==> src/rtl/audio_pkg.sv <==
// Shared types for the audio frame feeder: sample/frame widths, feeder states and the stereo pair.
// Frame packing puts each 16-bit sample at the top of a 32-bit MSB-first slot.
package audio_pkg;

   localparam int SAMPLE_W = 16;
   localparam int FRAME_W  = 64;

   typedef enum logic [1:0] {
      IDLE  = 2'd0,
      PRIME = 2'd1,
      RUN   = 2'd2
   } feed_state_t;

   typedef struct packed {
      logic signed [SAMPLE_W-1:0] left;
      logic signed [SAMPLE_W-1:0] right;
   } pair_t;

   function automatic logic [FRAME_W-1:0] pack_frame(input pair_t p);
      return {p.left, {SAMPLE_W{1'b0}}, p.right, {SAMPLE_W{1'b0}}};
   endfunction

endpackage

==> src/rtl/audio_sync_fifo.sv <==
// Stereo-pair FIFO: push/pop/level only; push visible at pop_dat one cycle later, pop_dat is combinational.
// Caller must gate push_vld on level < DEPTH and pop_vld on level != 0; flush empties it in one cycle.
module audio_sync_fifo
   import audio_pkg::*;
#(
   parameter int DEPTH = 16
)(
   input  logic                   clk,
   input  logic                   rst_n,
   input  logic                   flush,
   input  logic                   push_vld,
   input  pair_t                  push_dat,
   input  logic                   pop_vld,
   output pair_t                  pop_dat,
   output logic [$clog2(DEPTH):0] level
);

   localparam int AW = $clog2(DEPTH);
   localparam logic [AW-1:0] PTR_ONE = AW'(1);
   localparam logic [AW:0]   LVL_ONE = (AW+1)'(1);

   pair_t         mem [DEPTH];
   logic [AW-1:0] wr_ptr;
   logic [AW-1:0] rd_ptr;

   // Pointers are exactly AW bits wide, so they wrap modulo DEPTH on their own.
   always_ff @(posedge clk or negedge rst_n) begin
      if (!rst_n) begin
         wr_ptr <= '0;
         rd_ptr <= '0;
         level  <= '0;
      end else if (flush) begin
         wr_ptr <= '0;
         rd_ptr <= '0;
         level  <= '0;
      end else begin
         if (push_vld) wr_ptr <= wr_ptr + PTR_ONE;
         if (pop_vld)  rd_ptr <= rd_ptr + PTR_ONE;
         if (push_vld && !pop_vld)      level <= level + LVL_ONE;
         else if (!push_vld && pop_vld) level <= level - LVL_ONE;
      end
   end

   always_ff @(posedge clk) begin
      if (push_vld) mem[wr_ptr] <= push_dat;
   end

   assign pop_dat = mem[rd_ptr];

endmodule

==> src/rtl/audio_frame_feeder.sv <==
// Feeds stereo pairs into a 64-bit I2S frame register once per LRCLK fall (load on 3rd Clk edge); optional
// AUDIO_VOLUME_EN adds a volume shift. Upstream is held off via s_ready when disabled or the FIFO is full.
module audio_frame_feeder
   import audio_pkg::*;
#(
   parameter int DEPTH     = 16,
   parameter int PRIME_LVL = DEPTH/2
)(
   input  logic                   Clk,
   input  logic                   RESET_N,
   input  logic                   AUDIO_EN,
   input  logic                   LRCLK,
   input  logic                   s_valid,
   output logic                   s_ready,
   input  logic [SAMPLE_W-1:0]    s_left,
   input  logic [SAMPLE_W-1:0]    s_right,
   output logic [FRAME_W-1:0]     AUDIO_Reg,
   output logic                   frame_strobe,
   output logic [$clog2(DEPTH):0] fifo_level,
   output logic [15:0]            underrun_cnt
`ifdef AUDIO_VOLUME_EN
   ,
   input  logic [3:0]             volume
`endif
);

   localparam int LW = $clog2(DEPTH) + 1;
   localparam logic [LW-1:0] DEPTH_L = LW'(DEPTH);
   localparam logic [LW-1:0] PRIME_L = LW'(PRIME_LVL);

   logic        lr_s1, lr_s2, lr_d;
   logic        tick;
   logic        push, pop;
   pair_t       in_pair, head, scaled;
   feed_state_t state;

   always_ff @(posedge Clk or negedge RESET_N) begin
      if (!RESET_N) begin
         lr_s1 <= 1'b0;
         lr_s2 <= 1'b0;
         lr_d  <= 1'b0;
      end else begin
         lr_s1 <= LRCLK;
         lr_s2 <= lr_s1;
         lr_d  <= lr_s2;
      end
   end

   assign tick = lr_d & ~lr_s2;

   // RESET_N gates s_ready so nothing is accepted while the FIFO is held cleared.
   assign s_ready = RESET_N && AUDIO_EN && (fifo_level < DEPTH_L);
   assign push    = s_valid && s_ready;
   assign pop     = AUDIO_EN && (state == RUN) && tick && (fifo_level != '0);
   assign in_pair = {s_left, s_right};

   audio_sync_fifo #(.DEPTH(DEPTH)) u_fifo (
      .clk      (Clk),
      .rst_n    (RESET_N),
      .flush    (!AUDIO_EN),
      .push_vld (push),
      .push_dat (in_pair),
      .pop_vld  (pop),
      .pop_dat  (head),
      .level    (fifo_level)
   );

   always_comb begin
      scaled = head;
`ifdef AUDIO_VOLUME_EN
      scaled.left  = $signed(head.left)  >>> volume;
      scaled.right = $signed(head.right) >>> volume;
`endif
   end

   always_ff @(posedge Clk or negedge RESET_N) begin
      if (!RESET_N) begin
         state        <= IDLE;
         AUDIO_Reg    <= '0;
         frame_strobe <= 1'b0;
         underrun_cnt <= '0;
      end else if (!AUDIO_EN) begin
         state        <= IDLE;
         AUDIO_Reg    <= '0;
         frame_strobe <= 1'b0;
      end else begin
         frame_strobe <= 1'b0;
         case (state)
            IDLE: state <= PRIME;
            PRIME: begin
               if (tick) begin
                  AUDIO_Reg    <= '0;
                  frame_strobe <= 1'b1;
               end
               if (fifo_level >= PRIME_L) state <= RUN;
            end
            RUN: begin
               if (tick) begin
                  frame_strobe <= 1'b1;
                  if (fifo_level != '0) begin
                     AUDIO_Reg <= pack_frame(scaled);
                  end else begin
                     AUDIO_Reg <= '0;
                     if (underrun_cnt != 16'hFFFF) underrun_cnt <= underrun_cnt + 16'd1;
                     state <= PRIME;
                  end
               end
            end
            default: state <= IDLE;
         endcase
      end
   end

endmodule
==> config.mk <==
export PLATFORM = sky130hd
export DESIGN_NAME = audio_frame_feeder
export DESIGN_NICKNAME = d
export VERILOG_FILES = /design/src/rtl/audio_pkg.sv /design/src/rtl/audio_sync_fifo.sv /design/src/rtl/audio_frame_feeder.sv
export SDC_FILE = /design/constraint.sdc
export NUM_CORES = 1
export LEC_CHECK = 0
export CORE_ASPECT_RATIO = 1.2
export CORE_UTILIZATION = 54
export CTS_BUF_LIST = sky130_fd_sc_hd__clkbuf_16
export DETAILED_ROUTE_END_ITERATION = 7
export PLACE_DENSITY = 0.79
export SYNTH_ARGS = -nofsm -noshare
export SYNTH_HDL_FRONTEND = slang
export SYNTH_HIERARCHICAL = 1
export SYNTH_SLANG_ARGS = --single-unit
==> constraint.sdc <==
create_clock -name Clk -period 3.75 [get_ports Clk]
set_clock_uncertainty 0.05 [all_clocks]
set_input_delay 0.75 -clock Clk [delete_from_list [all_inputs] [get_ports Clk]]
set_output_delay 0.75 -clock Clk [all_outputs]
set_load 0.05 [all_outputs]
# Word-level counts from Yosys, hierarchy flattened
# Memory sizes are Yosys's and may differ from the RTL's.
# Index checks and enable logic that the tools add are counted.
# totals
input_bits,37
n_memories,1
wordCells,70
mem_bits_rw,512
out_inout_bits,87
ff_bits,99
# op_classes
n_mux,22
bitwise,3
reduce_logical,16
add_sub_neg,5
eq_ne,11
order_cmp,2
# memory_table
name,depth,width,read_ports,rd_clocked_by_memory_dff,wr,line_no,text
u_fifo.mem,16,32,1,0,1,audio_sync_fifo.sv:22,pair_t mem [DEPTH];
# ops
cell,count
2-to-1 mux 64 bit,4
case mux 64 bit (2 select lines),1
adder 16 x 1 -> 16 bit (second input constant),1
2-to-1 mux 4 bit,4
inequality test 16 bit (second input constant),1
2-to-1 mux 5 bit,3
inequality test 3 bit (second input constant),4
adder 4 x 1 -> 4 bit (second input constant),2
logical AND 1 bit,8
2-to-1 mux 2 bit,4
inequality test 3 x 1 -> 1 bit (second input constant),2
case mux 2 bit (3 select lines),1
AND reduction 3 bit,2
adder 5 x 1 -> 5 bit (second input constant),1
>= comparator 5 x 4 -> 1 bit (second input constant),1
< comparator 5 bit (second input constant),1
2-to-1 mux 1 bit,5
AND reduction 5 bit,1
nonzero test 5 bit,1
subtractor 5 x 1 -> 5 bit (second input constant),1
inequality test 2 x 1 -> 1 bit (second input constant),2
== test 2 x 1 -> 1 bit (second input constant),1
== test 2 bit (second input constant),1
zero test 1 bit,2
4 further kinds,5

# Logic depth before layout (Yosys ltp)
# Gate-level depths: netlist (run 1).
# logic_depth
word_depth,8
ltp_mapped,11
ltp_nobuf,10

# Modules after synthesis
# Netlist (run 1), hierarchy kept.
# modules_own_cells
mod,instances,seq_area_each_um2,area_each_um2,cells_per_inst
audio_sync_fifo,1,15700.1,19972.9,883
audio_frame_feeder,1,1351.3,2468.6,206

# Least setup slack after synthesis (run 1)
# Ideal clock, no wire load.
# synth_path
path_kind,input port to flip-flop
startpoint,input port RESET_N
endpoint,"memory u_fifo/mem[3][0] in the netlist's numbering, enable pin"
slack_ns,-1.121
t_arrival_ns,4.361
path_buffers,1
path_stages,6
required_time_ns,3.239
setup_ns,0.461
cell_sequence,nand2_1 > nor2_1 > and2_1 > clkbuf_1 > nand2_1 > nor3_1
# synth_via
elab_chain_cells,5
# synth_lines
item,line_no,text
from (decl),audio_frame_feeder.sv:10,"input logic RESET_N,"
logical AND 1 bit (2 in series),audio_frame_feeder.sv:52,assign s_ready = RESET_N && AUDIO_EN && (fifo_level < DEPTH_L);
named net s_ready,audio_frame_feeder.sv:14,"output logic s_ready,"
logical AND 1 bit,audio_frame_feeder.sv:53,assign push = s_valid && s_ready;
named net push,audio_frame_feeder.sv:33,"logic push, pop;"
2-to-1 mux 1 bit,audio_sync_fifo.sv:45,if (push_vld) mem[wr_ptr] <= push_dat;
2-to-1 mux 1 bit (implied by the code),audio_sync_fifo.sv:45,
to (decl),audio_sync_fifo.sv:22,
# The timed path passes the listed nets, and every way through them passes these cells.

# Worst setup path in the final report (run 1)
# layout_path
startpoint,input port AUDIO_EN
endpoint,output port s_ready
# layout_via
elab_chain_cells,2
# layout_lines
item,line_no,text
from (decl),audio_frame_feeder.sv:11,"input logic AUDIO_EN,"
logical AND 1 bit (2 in series),audio_frame_feeder.sv:52,
to (decl),audio_frame_feeder.sv:14,
# Every way passes these cells.

==> results of run 1 <==
==> power by group <==
part           internal [mW]  switching (mW)  total (mW)
registers               7.06          0.0414        7.10
logic                  0.170           0.370       0.540
clock network           2.90            2.38        5.29
==> cell type report <==
cell class | count | share of cell area
tap | 539 | 0.0259
inverter | 6 | 0.000866
clock inverter | 44 | 0.0152
multi-input combinational | 447 | 0.198
sequential | 579 | 0.656
clock buffer | 52 | 0.0501
timing repair buffer | 131 | 0.0542
==> kinds of logic (layout without fill, tap and decap cells) <==
group	Yosys count	count (layout)	share of synthesized area
and+or+nand+nor	136	136	0.0300
muxes	133	133	0.131
xor gates and xnor gates	23	23	0.00898
adders and majority gates	15	15	0.00870
DFF	579	579	0.760
other	1	32	0.000167
buffers and inverters	94	233	0.0244
AOI/OAI and AO/OA	108	108	0.0372
==> metal layers <==
metal / vias up / GRT usage
met3: 107 / 0.0375
met2: 578 / 0.397
met4: 2 / 0.0842
met1: 5867 / 0.308
li1: 4665 / -
met5: - / 0
==> worst paths after layout <==
kind / startpoint / endpoint / cells after the start
min: lr_s1$_DFF_PN0_ / lr_s2$_DFF_PN0_ / 0
max reg2reg: u_fifo/rd_ptr[0]$_DFFE_PN0P_ / AUDIO_Reg[16]$_DFFE_PN0P_ / 5
max: AUDIO_EN / s_ready / 4
min in group asynchronous: RESET_N / u_fifo/level[0]$_DFFE_PN0P_ / 2
max in group asynchronous: RESET_N / u_fifo/rd_ptr[0]$_DFFE_PN0P_ / 2
min reg2reg: lr_s1$_DFF_PN0_ / lr_s2$_DFF_PN0_ / 0
==> cell usage in the layout, fill, tap and decap left out, types with 6 or more instances in the layout <==
master and n:
clkinvlp_4 8, inv_1 10, buf_12 16, clkinv_1 8, edfxtp_1 512, nor3_1 7, nand2_1 49, clkdlybuf4s50_1 90
clkinv_2 13, buf_4 25, xor2_1 18, nand2b_1 6, nand3_1 10, nor4_1 8, nor2_4 13, dfrtp_1 65
nor2_1 13, a22o_1 32, clkbuf_16 52, mux4_2 128, a22oi_1 65, conb_1 32, ha_1 14
==> critical path, delay by kind of cell <==
kind,cells,cell delay [ns]
and+or+nand+nor,2,0.21
buffers and inverters,2,1.43
==> sequential cells by signal, indices dropped and copies added (netlist names) <==
signal and count:
u_fifo/mem 512, AUDIO_Reg 32, underrun_cnt 16, u_fifo/level 5
u_fifo/rd_ptr 4, u_fifo/wr_ptr 4, state 2, frame_strobe 1
lr_d 1, lr_s1 1, lr_s2 1
==> metrics by stage <==
step                instances  area, um^2
global route             1798       26000
global placement         1702       24300
floorplan                1120       22600
detailed placement       1702       24300
CTS                      1798       26000
finish                   1798       26000
==> run metrics, run 1 <==
outcome=completed; TritonCTS buffer count=52; Initial DRC Count=983; #FFs+latches synth=579; Synth area leader=edfxtp_1; Post-synth top cells=edfxtp_1, mux4_2, dfrtp_1; number of global-route vias before repair=approximately 12,000; Overflow after GRT=0; DR DRC count=0; normalized max-slew margin=0.278; port bufs=91; fillers=roughly 2,600; CP Max Fanout=8; DR WL met2=24,600 um; Die Ht=225 um; CP dominant cell by count=clkdlybuf4s50_1; Initial Util=0.549; Req. time, crit path=2.95 ns; fraction of layout cells with a size suffix above 1=0.224; register area=roughly 17,000 um^2; ANT cells=0; prevailing post-synth register cell=edfxtp_1; Final period util=0.850; vias=~11,000; post-layout min period=about 3.2 ns; clk_lat worst skew=roughly 0.6 ns; final setup TNS=0 ns; fin. max-slew vios=0; P_leak=approximately 8.6 nW; setup ws final=0.562 ns; Place WS=0.390 ns; WP data arrival=roughly 2.4 ns; gr usage total=0.234; Async SR Flop Fraction=0.116; num ports=around 120; Worst-Margin Slew=roughly 1.1 ns; Final Util=0.637; Std-Cell Rows=between 80 and 90; initial antenna violation count=1; Slowest Stage Delay on Critical Path=0.81 ns; wl on met1=approximately 18,000 um; DRT Pass-1 Iters=5; post_cts resized=0; Min-Delay Path Class=reg -> reg; Worst Setup Start Kind=input port; DP Wirelength=about 26,000 um; final total power=roughly 13 mW; GP Congestion=around 0.75; Peak VDD IR=just over 0.0004 V; Die X-Extent=between 150 and 200 um; EDFF count, synth=just over 500; Synth Area per Inst=20.6 um^2; element type at the critical path end=output port; largest net degree at the start of global routing=between 60 and 70; PwrDens=between 400 and 500 nW/um^2; final wirelength=approximately 48,000 um; clk root buf=clkbuf_16; Final nets=roughly 1,300; most common cell in the synthesized netlist=edfxtp_1; top cell type's share of synthesized area=0.685; synthesis-to-finish area growth=15.9%; hold buffers post-CTS=0; unrepaired setup endpoints after global routing=no; max capacitance violation total=0; cells after synthesis=about 1,100; FF-to-FF setup slack=between 1 and 1.5 ns; worst path cell trace=clkdlybuf4s50_1 > nand2_1 > nor2_1 > clkdlybuf4s50_1; top layer in use=met5; CP max stage cell=clkdlybuf4s50_1; fmax=approximately 310 MHz; ANT nets after route=0; Setup CP Type=in -> out; Yosys cell types=45; Core ar.=between 40,000 and 50,000 um^2; CTS Buffer Depth=3; Vias/cell=just over 6; Final Setup Violations=0; # H-tree levels=2; Syn. warnings=6; Post-CTS Setup Inserts=0; mapped cell area=between 20,000 and 25,000 um^2; WL met3=roughly 3400 um; Hold Worst Slack=between 0.3 and 0.4 ns; multi-input logic area=~5100 um^2; clock sinks=slightly below 600; clk slew on worst S/H paths=0.06 ns; Hold Fails Final Rpt=0; first-pass GRT wire length=between 70,000 and 80,000 um; register area share after synthesis=0.760; Die Footprint=about 42,000 um^2; synth top area cells=edfxtp_1, mux4_2, dfrtp_1, a22oi_1, buf_4; CTS tree=done; per-cell routed wire length=26.7 um
(Power assumes the default switching activity.)
==> run 2, diff against run 1 <==
--- a/config.mk
+++ b/config.mk
@@ -5,12 +5,15 @@
 export SDC_FILE = /design/constraint.sdc
 export NUM_CORES = 1
 export LEC_CHECK = 0
+export CELL_PAD_IN_SITES_DETAIL_PLACEMENT = 1
+export CELL_PAD_IN_SITES_GLOBAL_PLACEMENT = 1
 export CORE_ASPECT_RATIO = 1.2
-export CORE_UTILIZATION = 54
+export CORE_UTILIZATION = 47
 export CTS_BUF_LIST = sky130_fd_sc_hd__clkbuf_16
 export DETAILED_ROUTE_END_ITERATION = 7
-export PLACE_DENSITY = 0.79
+export PLACE_DENSITY = 0.78
 export SYNTH_ARGS = -nofsm -noshare
 export SYNTH_HDL_FRONTEND = slang
 export SYNTH_HIERARCHICAL = 1
 export SYNTH_SLANG_ARGS = --single-unit
+export TNS_END_PERCENT = 20
==> run 2 against run 1 <==
Clock power is 4.7% lower; global-route usage down 1.6 points; cell count up 5.1%; power shrank 1.7%; sequential power about the same; sequential cell count unchanged; non-clock buffer count increased by 4; worst setup slack improved by 0.0016 ns; largest power group unchanged.
==> run metrics, run 2 (same netlist as run 1, synthesis figures left out) <==
outcome=completed; Initial Util=0.477; multi-input logic area=between 5000 and 6000 um^2; Die Footprint=between 40,000 and 50,000 um^2; Final Setup Violations=0; clk slew on worst S/H paths=approximately 0.060 ns; Req. time, crit path=2.95 ns; setup ws final=0.563 ns; ANT cells=0; Worst Path Buf+Inv=3; Place WS=around 0.39 ns; WP data arrival=2.39 ns; worst-case reg-to-reg path depth=5; Hold Crit Start=lr_s1$_DFF_PN0_; per-cell routed wire length=roughly 27 um; # H-tree levels=2; clk root buf=clkbuf_16; synthesis-to-finish area growth=16.2%; reg2reg start=u_fifo/rd_ptr[0]$_DFFE_PN0P_; num ports=around 120; P_leak=between 8 and 9 nW; fmax=about 310 MHz; most flop-heavy register=u_fifo/mem; Largest delay share family, worst path=buffers and inverters; fin cells=roughly 1,900; CP Max Fanout=4; first-pass GRT wire length=78,200 um; Post-CTS Setup Inserts=0; clk_lat worst skew=~0.6 ns; Setup CP Type=in -> out; FF-to-FF setup slack=approximately 1.1 ns; vias=about 11,000; largest registers=u_fifo/mem: 512 flops, AUDIO_Reg: 32 flops, underrun_cnt: 16 flops; number of cells on the worst hold path=0; max reg flops=between 500 and 600; Core ar.=roughly 47,000 um^2; largest net degree at the start of global routing=66; max capacitance violation total=0; Slowest Stage Delay on Critical Path=roughly 0.81 ns; normalized max-slew margin=0.276; unrepaired setup endpoints after global routing=no; DR DRC count=0; gr usage total=0.218; Min-Delay Path Class=reg -> reg; CP max stage cell=clkdlybuf4s50_1; ANT nets after route=0; Vias/cell=5.84; fillers=4,111; CTS tree=done; Die X-Extent=approximately 200 um; Hold Path End=lr_s2$_DFF_PN0_; Final nets=1,275; register area=approximately 17,000 um^2; placed cell area=~24,000 um^2; PwrDens=around 490 nW/um^2; post-layout min period=between 3 and 4 ns; fraction of layout cells with a size suffix above 1=0.217; final setup TNS=0 ns; element type at the critical path end=output port; CTS Buffer Depth=3; Worst-Margin Slew=between 1 and 1.5 ns; Hold Fails Final Rpt=0; design area=roughly 26,000 um^2; Final period util=0.850; Initial DRC Count=between 800 and 900; reg2reg end=AUDIO_Reg[54]$_DFFE_PN0P_; Peak VDD IR=0.000343 V; Std-Cell Rows=between 80 and 90; final total power=12.7 mW; Hold Worst Slack=a little over 0.3 ns; worst path cell trace=dlygate4sd3_1 > buf_4 > nand2_1 > nor2_1 > clkdlybuf4s50_1; Die Ht=241 um; placed cells=approximately 1,800; Worst Setup Start Kind=input port; clock sinks=579; TritonCTS buffer count=54; DRT Pass-1 Iters=4; fin. max-slew vios=0; Final Util=0.554; commonest non-fill, non-tap cell in the layout=edfxtp_1; Overflow after GRT=0; number of global-route vias before repair=12,270; DP Wirelength=slightly below 30,000 um; highest-count cells in the layout ignoring fill and taps=edfxtp_1, mux4_2, clkdlybuf4s50_1; port bufs=slightly above 90; GP Congestion=~0.73; initial antenna violation count=1; final wirelength=between 50,000 and 60,000 um
==> run 2: worst max-delay path by stage <==
stage	startpoint	end	slack, ns	cells after the start
2_1_floorplan	RESET_N	u_fifo/mem[15][0]$_DFFE_PP_	-0.27	6
3_3_place_gp	AUDIO_EN	u_fifo/level[4]$_DFFE_PN0P_	0.44	10
3_5_place_dp	AUDIO_EN	u_fifo/level[4]$_DFFE_PN0P_	0.39	10
4_1_cts	RESET_N	s_ready	0.55	5
5_1_grt	AUDIO_EN	s_ready	0.44	4
6_report	RESET_N	s_ready	0.56	5
==> run 2: report_power, final <==
| group | leakage, nW | internal [mW] | switching [mW] |
|---|---|---|---|
| logic | 2.22 | 0.175 | 0.380 |
| registers | 5.52 | 7.06 | 0.0412 |
| clock network | 0.836 | 2.69 | 2.36 |
==> run 2: area by class of cell <==
type                       instances  area share
timing repair buffer             135      0.0563
clock buffer                      54      0.0518
inverter                           6    0.000864
sequential                       579       0.654
clock inverter                    46     0.00955
tap                              623      0.0299
multi-input combinational        447       0.197
==> run 2: routing by layer <==
layer / track usage / vias up / part of all wire
met4: 0.0732 / 2 / 0.026
li1: - / 4667 / -
met5: 0 / - / 0.00025
met2: 0.387 / 318 / 0.53
met1: 0.279 / 5956 / 0.40
met3: 0.0292 / 92 / 0.043
==> run 2: worst register-to-register path, cell delays in order, from the launching register on <==
cell	delay (ns)
dfrtp_4	0.85
buf_4	0.48
mux4_2	0.57
a22oi_1	0.27
nand2_1	0.12
a22o_1	0.22
==> run 2: repair_timing <==
item,4_1_cts,5_1_grt
gates resized for setup,0,0
hold buffers,1,0
endpoints found under the hold margin,2,0
==> run 3, diff against run 2 <==
==> constraint.sdc (replaced) <==
create_clock -name Clk -period 2.9 [get_ports Clk]
set_clock_uncertainty 0.05 [all_clocks]
set_input_delay 0.58 -clock Clk [delete_from_list [all_inputs] [get_ports Clk]]
set_output_delay 0.58 -clock Clk [all_outputs]
set_load 0.05 [all_outputs]
==> run 3 against run 2 <==
Core utilization grew 0.90 points; register-to-register slack lost 0.68 ns; cell area rose by 1.6%; cell count is 0.90% higher; largest power group unchanged; highest routed layer is now met4.
==> run metrics, run 3 (same netlist as run 1, synthesis figures left out) <==
GP Congestion=approximately 0.75; DR DRC count=0; hold buffers post-CTS=1; final wirelength=roughly 54,000 um; CTS tree=done; synthesis-to-finish area growth=18.0%; WP data arrival=between 1.5 and 2 ns; vias=between 10,000 and 15,000; number of global-route vias before repair=approximately 12,000; first-pass GRT wire length=between 70,000 and 80,000 um; Sequential Power Share=0.534; Post-CTS Setup Inserts=0; Final nets=1,292; TritonCTS buffer count=54; P_leak=8.79 nW; Largest delay share family, worst path=buffers and inverters; clk root buf=clkbuf_16; Final Util=0.563; PwrDens=between 600 and 700 nW/um^2; Worst-Margin Slew=1.02 ns; Die Ht=roughly 240 um; ANT cells=0; CP Max Fanout=6; clock share of power=0.423; Worst Setup Start Kind=register; design area=~26,000 um^2; CTS Buffer Depth=3; max capacitance violation total=0; NetSw=around 3.6 mW; element type at the critical path end=output port; Overflow after GRT=0; Vias/cell=approximately 5.9; post-layout min period=between 2 and 3 ns; largest net degree at the start of global routing=66; fin. max-slew vios=0; placed cell area=between 20,000 and 25,000 um^2; Comb pwr share=0.043; per-cell routed wire length=approximately 28 um; unrepaired setup endpoints after global routing=no; commonest non-fill, non-tap cell in the layout=edfxtp_1; Setup CP Type=reg -> out; Slowest Stage Delay on Critical Path=roughly 0.85 ns; clk slew on worst S/H paths=about 0.06 ns; highest-count cells in the layout ignoring fill and taps=edfxtp_1, mux4_2, clkdlybuf4s50_1; Peak VDD IR=approximately 0.00039 V; Worst Path Buf+Inv=1; Die Footprint=about 49,000 um^2; Std-Cell Rows=slightly below 90; normalized max-slew margin=0.317; port bufs=91; fraction of layout cells with a size suffix above 1=0.231; Hold Fails Final Rpt=0; initial antenna violation count=0; Core ar.=~47,000 um^2; CP max stage cell=clkdlybuf4s50_1; Initial DRC Count=around 1,000; final setup TNS=0 ns; placed cells=1,806; DP Wirelength=31,800 um; Min-Delay Path Class=in -> async; Initial Util=0.477; gr usage total=0.225; Sw Share=0.209; Req. time, crit path=between 2 and 2.5 ns; max reg flops=roughly 510; largest registers=u_fifo/mem: 512 flops, AUDIO_Reg: 32 flops, underrun_cnt: 16 flops; Die X-Extent=201 um; outcome=completed; fin cells=1,907; DRT Pass-1 Iters=4; most flop-heavy register=u_fifo/mem; Final Setup Violations=0; ANT nets after route=0; clock sinks=579; clk_lat worst skew=around 0.59 ns; fmax=a little under 400 MHz; num ports=124; Int Pwr=approximately 14 mW; # H-tree levels=2; post_cts resized=0; Final period util=0.871; worst path cell trace=clkdlybuf4s50_1
[run 3: cell type report]
cell class                      count  area, um^2
Clock buffer                       55        1380
Tap cell                          623         779
Fill cell                        4088       20500
Inverter                            6        22.5
Clock inverter                     45         449
Multi-Input combinational cell    447        5150
Timing Repair Buffer              152        1650
Sequential cell                   579       17100
[run 3: power groups by stage]
stage / clock network [mW] / registers, mW / logic (mW)
2_1_floorplan: 0 / 9.43 / 0.360
3_3_place_gp: 0 / 9.35 / 0.711
3_5_place_dp: 0 / 9.36 / 0.747
4_1_cts: 7.39 / 9.19 / 0.756
5_1_grt: 7.64 / 9.19 / 0.803
6_report: 7.27 / 9.18 / 0.747
[run 3: stage by stage]
stage	power, mW	hold slack [ns]	worst slack [ns]
finish	17.2	0.278	0.374
global route	17.6	0.275	0.237
CTS	17.3	0.254	0.342
detailed placement	10.1	0.292	-0.0170
global placement	10.1	0.294	0.0695
floorplan	9.79	0.234	0.0628
[run 3: final timing paths]
path,from,endpoint,slack (ns),cells after the start
worst min register to register,lr_s1$_DFF_PN0_,lr_s2$_DFF_PN0_,0.30,0
worst max register to register,u_fifo/level[0]$_DFFE_PN0P_,u_fifo/level[4]$_DFFE_PN0P_,0.39,8
min in group Clk,lr_s1$_DFF_PN0_,lr_s2$_DFF_PN0_,0.30,0
worst min-delay path,RESET_N,u_fifo/level[0]$_DFFE_PN0P_,0.28,2
max in group asynchronous,RESET_N,u_fifo/rd_ptr[0]$_DFFE_PN0P_,1.24,3
worst max-delay path,u_fifo/level[0]$_DFFE_PN0P_,fifo_level[0],0.37,1
[run 3: metal layers]
metal,share of wire,GRT usage,vias up,wire [um]
li1,-,-,4714,-
met1,0.39,0.290,6038,21000
met2,0.53,0.398,415,28300
met3,0.055,0.0297,108,2950
met4,0.028,0.0735,0,1490
met5,0,0,-,0
